$ cat src/rtl/mdu_seq.sv
// mdu_seq: sequential RV32M multiply/divide unit.
// One-cycle 64-bit multiply; 32-iteration restoring divider with sign fix-up.
// Optional macro MDU_EARLY_OUT_EN: divide-by-zero, signed overflow and
// |b|>|a| divisions finish one edge after acceptance instead of 33.
module mdu_seq (
   input  logic        clk,
   input  logic        rst_n,
   input  logic        start,
   input  logic [2:0]  op,
   input  logic [31:0] operand_a,
   input  logic [31:0] operand_b,
   input  logic        flush,
   output logic        busy,
   output logic        done,
   output logic [31:0] result
);

   localparam int unsigned XLEN  = 32;
   localparam int unsigned CNT_W = 6;
   localparam int unsigned ITERS = 32;

   typedef enum logic [1:0] {IDLE, MUL, DIV, FIN} state_t;

   state_t            state_q, state_d;

   // captured operation and operands
   logic [1:0]        op_q, op_d;
   logic [XLEN-1:0]   a_q, a_d;
   logic [XLEN-1:0]   b_q, b_d;

   // divider working state
   logic [XLEN-1:0]   quo_q, quo_d;
   logic [XLEN-1:0]   rem_q, rem_d;
   logic [XLEN-1:0]   bmag_q, bmag_d;
   logic              qneg_q, qneg_d;
   logic              rneg_q, rneg_d;
   logic [CNT_W-1:0]  cnt_q, cnt_d;

   // registered outputs, next values
   logic              busy_d, done_d;
   logic [XLEN-1:0]   result_d;

   // datapath helpers
   logic              a_sx, b_sx;
   logic [63:0]       prod;
   logic [XLEN-1:0]   mul_res;
   logic [XLEN:0]     rem_sh;
   logic [XLEN+1:0]   diff;
   logic              div_signed, div_by_zero, div_ovf;
   logic [XLEN-1:0]   q_sel, r_sel, div_res;
   logic              early_hit;
   logic [XLEN-1:0]   early_res;
   logic              cap_signed;
   logic [XLEN-1:0]   cap_amag, cap_bmag;
   logic              iter_last;

   // state register
   always_ff @(posedge clk) begin
      if (!rst_n) state_q <= IDLE;
      else        state_q <= state_d;
   end

   // next-state logic; flush aborts any operation in flight
   always_comb begin
      state_d = state_q;
      case (state_q)
         IDLE: if (start && !flush) state_d = op[2] ? DIV : MUL;
         MUL:  state_d = flush ? IDLE : FIN;
         DIV: begin
            if (flush)                       state_d = IDLE;
            else if (iter_last || early_hit) state_d = FIN;
         end
         FIN:  state_d = IDLE;
         default: state_d = IDLE;
      endcase
   end

   // multiply product, divider step and sign fix-up
   always_comb begin
      a_sx    = (op_q != 2'b11) && a_q[XLEN-1];
      b_sx    = !op_q[1] && b_q[XLEN-1];
      prod    = {{32{a_sx}}, a_q} * {{32{b_sx}}, b_q};
      mul_res = (op_q == 2'b00) ? prod[31:0] : prod[63:32];

      rem_sh  = {rem_q, quo_q[XLEN-1]};
      diff    = {1'b0, rem_sh} - {2'b00, bmag_q};

      div_signed  = !op_q[0];
      div_by_zero = (b_q == '0);
      div_ovf     = div_signed && (a_q == 32'h8000_0000) && (b_q == 32'hFFFF_FFFF);
      iter_last   = (cnt_q == CNT_W'(ITERS));

      q_sel = qneg_q ? -quo_q : quo_q;
      r_sel = rneg_q ? -rem_q : rem_q;
      if (div_by_zero) begin
         q_sel = 32'hFFFF_FFFF;
         r_sel = a_q;
      end else if (div_ovf) begin
         q_sel = 32'h8000_0000;
         r_sel = '0;
      end
      div_res = op_q[1] ? r_sel : q_sel;

`ifdef MDU_EARLY_OUT_EN
      // on the first DIV cycle quo_q still holds |a|
      early_hit = (cnt_q == '0) && (div_by_zero || div_ovf || (bmag_q > quo_q));
      if (div_by_zero)  early_res = op_q[1] ? a_q : 32'hFFFF_FFFF;
      else if (div_ovf) early_res = op_q[1] ? 32'h0 : 32'h8000_0000;
      else              early_res = op_q[1] ? a_q : 32'h0;
`else
      early_hit = 1'b0;
      early_res = '0;
`endif

      cap_signed = !op[0];
      cap_amag   = (cap_signed && operand_a[XLEN-1]) ? -operand_a : operand_a;
      cap_bmag   = (cap_signed && operand_b[XLEN-1]) ? -operand_b : operand_b;
   end

   // next values of registered outputs and working registers
   always_comb begin
      op_d     = op_q;
      a_d      = a_q;
      b_d      = b_q;
      quo_d    = quo_q;
      rem_d    = rem_q;
      bmag_d   = bmag_q;
      qneg_d   = qneg_q;
      rneg_d   = rneg_q;
      cnt_d    = cnt_q;
      result_d = result;
      case (state_q)
         IDLE: begin
            if (start && !flush) begin
               op_d   = op[1:0];
               a_d    = operand_a;
               b_d    = operand_b;
               quo_d  = cap_amag;
               bmag_d = cap_bmag;
               rem_d  = '0;
               cnt_d  = '0;
               qneg_d = cap_signed && (operand_a[XLEN-1] ^ operand_b[XLEN-1]);
               rneg_d = cap_signed && operand_a[XLEN-1];
            end
         end
         MUL: if (!flush) result_d = mul_res;
         DIV: begin
            if (!flush) begin
               if (iter_last) begin
                  result_d = div_res;
               end else if (early_hit) begin
                  result_d = early_res;
               end else begin
                  rem_d = diff[XLEN+1] ? rem_sh[XLEN-1:0] : diff[XLEN-1:0];
                  quo_d = {quo_q[XLEN-2:0], !diff[XLEN+1]};
                  cnt_d = cnt_q + CNT_W'(1);
               end
            end
         end
         default: ;
      endcase
      busy_d = (state_d != IDLE);
      done_d = (state_d == FIN);
   end

   // output and counter registers
   always_ff @(posedge clk) begin
      if (!rst_n) begin
         busy   <= 1'b0;
         done   <= 1'b0;
         result <= '0;
         cnt_q  <= '0;
      end else begin
         busy   <= busy_d;
         done   <= done_d;
         result <= result_d;
         cnt_q  <= cnt_d;
      end
   end

   // captured operands and divider state; no reset needed
   always_ff @(posedge clk) begin
      op_q   <= op_d;
      a_q    <= a_d;
      b_q    <= b_d;
      quo_q  <= quo_d;
      rem_q  <= rem_d;
      bmag_q <= bmag_d;
      qneg_q <= qneg_d;
      rneg_q <= rneg_d;
   end

endmodule

$ cat config.mk
export PLATFORM = sky130hd
export DESIGN_NAME = mdu_seq
export DESIGN_NICKNAME = d
export VERILOG_FILES = /design/src/rtl/mdu_seq.sv
export SDC_FILE = /design/constraint.sdc
export NUM_CORES = 2
export LEC_CHECK = 0
export ABC_CLOCK_PERIOD_IN_PS = 9550
export BUFFER_PORTS_ARGS = -buffer_cell sky130_fd_sc_hd__buf_4
export CAP_MARGIN = 0
export CORE_MARGIN = 2
export CORE_UTILIZATION = 55
export CTS_CLUSTER_SIZE = 28
export DETAILED_ROUTE_END_ITERATION = 10
export PLACE_DENSITY_LB_ADDON = 0.05
export SYNTH_ARGS = -nofsm -noshare
export SYNTH_HDL_FRONTEND = slang
export SYNTH_SLANG_ARGS = --single-unit
$ cat constraint.sdc
create_clock -name clk -period 9.55 [get_ports clk]
set_input_delay 0.955 -clock clk [delete_from_list [all_inputs] [get_ports clk]]
set_output_delay 0.955 -clock clk [all_outputs]
set_load 0.01 [all_outputs]
==> Flow_metrics.wiki <==
{| class="wikitable"
! Metric !! Value
|-
| Transition at the pin with the smallest max-transition slack || 1470 ps
|-
| Area share of xor/xnor cells in the synthesized design || 3.55%
|-
| CTS tree || yes
|-
| Wire length of the first global-routing pass || 242000 um
|-
| Compound-cell area share of the yosys netlist || 7.95%
|-
| Clock tree skew after final layout || 13.3 ps
|-
| Maximum number of pins on one net before global-route repair || 81
|-
| Via count of the first global-routing pass || 41000
|-
| GR Util All Layers || 33.7%
|-
| Kind of launch point of the worst setup path || flip-flop
|-
| Mux cell area share after synthesis || 0.162%
|-
| Endpoint, Worst Hold || result[5]
|-
| Root Buffer Master || sky130_fd_sc_hd__clkbuf_16
|-
| Clock-pin slew reported for the worst setup and hold paths after clock tree synthesis || 70 ps
|-
| Worst r2r dst || result[29]
|-
| Total clock sinks || 205
|-
| Min-Delay Path Class || reg2reg
|-
| Fraction of the mapped netlist area in adder cells || 50.3%
|-
| Internal reg-to-reg setup slack || 420 ps
|-
| Router iterations before antenna repair || 6
|-
| Highest attainable clock frequency || 0.110 GHz
|-
| Routed wire length || 154000 um
|-
| Remaining antenna violation count || 0
|-
| Worst Reg-to-Reg Cells || 24
|-
| Number of gates resized after CTS || 0
|-
| DRC violation total after the first TritonRoute iteration || 3148
|-
| Placed cell count || 6795
|-
| Overall die width || 309 um
|-
| Antenna Cells || 0
|-
| Req. time, crit path || 10010 ps
|-
| Count of buffers added by post-CTS timing repair for setup || 0
|-
| Port Buffer Count || 104
|-
| Core area || 91800 um2
|-
| Die Ht || 309 um
|-
| Final standard cell count with taps included and fillers excluded || 6837
|-
| Sum Neg Setup Slack || 0 ps
|-
| Worst EP arrival || 9590 ps
|-
| Mean post-synth cell area || 9.04 um2
|-
| Layout Nets || 7024
|-
| Worst slew margin || 2.33%
|-
| Crit path max fanout || 24
|-
| Gp weighted congestion || 0.942
|-
| Clock insertion delay at the later pin of the skew report || 540 ps
|-
| Crit share post-route || 95.6%
|-
| Final count of pins violating max slew || 0
|-
| Number of antenna violations at the first check in global routing || 5
|-
| Number of synthesized register bits || 205
|-
| Remaining global-route overflow || 0
|-
| Max capacitance violation total || 0
|-
| Syn nets || 7097
|-
| Maximum level of the CTS H-tree || 1
|-
| Largest family of logic cells by synthesized area || adder cells
|-
| Buffers from clock root to sink, at most || 3
|-
| Unrepaired setup endpoints after global routing || false
|-
| Number of rows in the core area || 111
|-
| Minimum clock period after layout || 9130 ps
|-
| Number of enable-type register cells in the synthesized netlist || 163
|-
| Outcome || finished, final reports clean
|-
| DRC Markers || 0
|-
| Number of top-level pins || 105
|-
| Count of different cell masters after synthesis || 90
|-
| Per-cell via count in the routed design || 5.69
|-
| Worst setup path start || a_q[12]
|-
| Area share of and/or/nand/nor cells after synthesis || 15.8%
|-
| Post-synthesis async set-or-reset flop share || 0%
|-
| Total standard cell area after synthesis || 51000 um2
|-
| Final Hold Vio Count || 0
|-
| Fraction of layout cells with a size suffix above 1 || 6.01%
|-
| Area grow syn2layout || 5.86%
|-
| Hold Path Depth || 2
|-
| CTS Hold Bufs || 0
|-
| Crit Path Class || reg2reg
|-
| Number of vias after detailed routing || 38900
|-
| Yosys warning total || 0
|-
| Startpoint of the worst-slack reg-to-reg timing path || a_q[12]
|-
| Synthesized instance count || 5650
|-
| HPWL Detailed || 127000 um
|-
| Die footprint || 95300 um2
|-
| Initial Util || 55.6%
|-
| Total setup violations reported at the end of the flow || 0
|-
| Dominant synthesized flop cell || sky130_fd_sc_hd__edfxtp_1
|-
| Detailed-route wire length per cell || 22.5 um
|-
| Number of buffers created by CTS || 23
|-
| Worst hold start || result[5]
|-
| Post-synthesis sequential area ratio || 11.2%
|-
| Critical Path Sink Type || flip-flop
|}
==> metal layers <==
metal  GRT usage, %  wire, um  vias to the layer above
met1           44.6     60700                    20100
li1               -         -                    17000
met3           4.07     10700                      311
met2           56.9     74900                     1460
met4           13.1      7520                        2
met5              0         7                        -
==> how the worst max path moves through the flow <==
stage	to	slack, ps	cells after the start
final	result[29]	420	24
after detailed placement	result[29]	510	24
after CTS	result[29]	460	24
after floorplan	result[28]	1090	30
after global routing	result[29]	100	24
after global placement	result[18]	600	23
==> cells in the mapped netlist, types with 11 or more instances <==
cell type                  count  area (um2)
sky130_fd_sc_hd__and2_1      362        2260
sky130_fd_sc_hd__a31oi_1      28         175
sky130_fd_sc_hd__nand4_1      29         181
sky130_fd_sc_hd__nand2b_1     19         119
sky130_fd_sc_hd__or3_1        15        93.8
sky130_fd_sc_hd__nand3_1      37         185
sky130_fd_sc_hd__nor2_1      182         683
sky130_fd_sc_hd__o21bai_1     11        82.6
sky130_fd_sc_hd__a21oi_1     173         866
sky130_fd_sc_hd__o211ai_1     15         113
sky130_fd_sc_hd__ha_1        250        3130
sky130_fd_sc_hd__or4_1        13        97.6
sky130_fd_sc_hd__o21a_1       22         165
sky130_fd_sc_hd__edfxtp_1    163        4890
sky130_fd_sc_hd__or2_2        18         113
sky130_fd_sc_hd__o31ai_1      32         240
sky130_fd_sc_hd__nor3_1       34         170
sky130_fd_sc_hd__o41ai_1      13         114
sky130_fd_sc_hd__clkbuf_1    321        1200
sky130_fd_sc_hd__fa_1       1126       22500
sky130_fd_sc_hd__nor2b_1      11        68.8
sky130_fd_sc_hd__xor2_1       84         736
sky130_fd_sc_hd__nor4_1       23         144
sky130_fd_sc_hd__xnor2_1     123        1080
sky130_fd_sc_hd__nand2_1     914        3430
sky130_fd_sc_hd__dfxtp_1      42         841
sky130_fd_sc_hd__a211oi_1     21         158
sky130_fd_sc_hd__and3_1       21         131
sky130_fd_sc_hd__o21ai_0     190         951
sky130_fd_sc_hd__inv_1      1151        4320
sky130_fd_sc_hd__buf_1        11        41.3
sky130_fd_sc_hd__a21o_1       41         308
==> final cells by class <==
cell class              instances  area [um2]
clock buffers                  27         632
well taps                    1243        1560
clock inverters                15         190
flip-flops and latches        205        5740
repair buffers                242        1870
fillers                      8243       37800
multi-input cells            3951       39700
inverters                    1154        4330
==> flip-flops by register name (all words and copies together), names as in the netlist <==
name     cells
op_q         2
result      32
qneg_q       1
state_q      2
b_q         32
rem_q       32
quo_q       32
bmag_q      31
busy         1
cnt_q        6
rneg_q       1
a_q         32
done         1
==> kinds of logic after synthesis <==
family,count (synthesis)
flops,205
compound gates,642
buf+inv,1494
mux,8
fa+ha+maj,1376
xor+xnor,207
simple gates,1718
==> layout by cell type (no fill, tap or decap), types with 7 or more instances in the layout <==
cell / instances
sky130_fd_sc_hd__o31ai_1: 32
sky130_fd_sc_hd__xnor2_1: 123
sky130_fd_sc_hd__a211oi_1: 21
sky130_fd_sc_hd__o211ai_1: 15
sky130_fd_sc_hd__a21oi_1: 172
sky130_fd_sc_hd__and2_1: 362
sky130_fd_sc_hd__and3_1: 21
sky130_fd_sc_hd__a31oi_1: 28
sky130_fd_sc_hd__o21ai_0: 190
sky130_fd_sc_hd__ha_1: 250
sky130_fd_sc_hd__o21ai_1: 7
sky130_fd_sc_hd__nand2b_1: 18
sky130_fd_sc_hd__or4_1: 13
sky130_fd_sc_hd__o21a_1: 22
sky130_fd_sc_hd__nor2b_1: 9
sky130_fd_sc_hd__nand3_1: 37
sky130_fd_sc_hd__or2_2: 18
sky130_fd_sc_hd__o41ai_1: 13
sky130_fd_sc_hd__nor4_1: 23
sky130_fd_sc_hd__a21o_1: 41
sky130_fd_sc_hd__clkbuf_16: 24
sky130_fd_sc_hd__nand4_1: 29
sky130_fd_sc_hd__nor2_1: 181
sky130_fd_sc_hd__inv_1: 1150
sky130_fd_sc_hd__buf_4: 238
sky130_fd_sc_hd__or3_1: 15
sky130_fd_sc_hd__nor3_1: 34
sky130_fd_sc_hd__o21bai_1: 11
sky130_fd_sc_hd__dfxtp_1: 42
sky130_fd_sc_hd__nand2_1: 914
sky130_fd_sc_hd__xor2_1: 84
sky130_fd_sc_hd__edfxtp_1: 163
sky130_fd_sc_hd__fa_1: 1126
==> critical path, stage by stage, from the launching register on <==
cell and delay, ps:
sky130_fd_sc_hd__edfxtp_1 1330, sky130_fd_sc_hd__buf_4 380, sky130_fd_sc_hd__nand2_1 90, sky130_fd_sc_hd__fa_1 520, sky130_fd_sc_hd__inv_1 50, sky130_fd_sc_hd__fa_1 480
sky130_fd_sc_hd__fa_1 510, sky130_fd_sc_hd__fa_1 530, sky130_fd_sc_hd__fa_1 550, sky130_fd_sc_hd__fa_1 440, sky130_fd_sc_hd__fa_1 500, sky130_fd_sc_hd__inv_1 50
sky130_fd_sc_hd__fa_1 510, sky130_fd_sc_hd__inv_1 50, sky130_fd_sc_hd__ha_1 440, sky130_fd_sc_hd__nand4_1 160, sky130_fd_sc_hd__nor4_1 520, sky130_fd_sc_hd__nand2_1 120
sky130_fd_sc_hd__o2111ai_1 200, sky130_fd_sc_hd__o21ai_1 270, sky130_fd_sc_hd__o31ai_1 500, sky130_fd_sc_hd__a211o_1 290, sky130_fd_sc_hd__nand4_1 130, sky130_fd_sc_hd__mux2_2 300
sky130_fd_sc_hd__o22ai_1 140
==> through the flow <==
stage	instance area [um2]	hold WS (ps)	util [%]	setup slack, ps
5_1_grt	54000	510	58.9	101
3_5_place_dp	53200	461	58.0	508
3_3_place_gp	53200	456	58.0	603
4_1_cts	54000	470	58.9	461
6_report	54000	468	58.9	420
2_1_floorplan	51000	454	-	1090
Power is left out: the tool's default activity adds up to more than one toggle a clock period on the data nets, which glitch-free logic cannot reach.
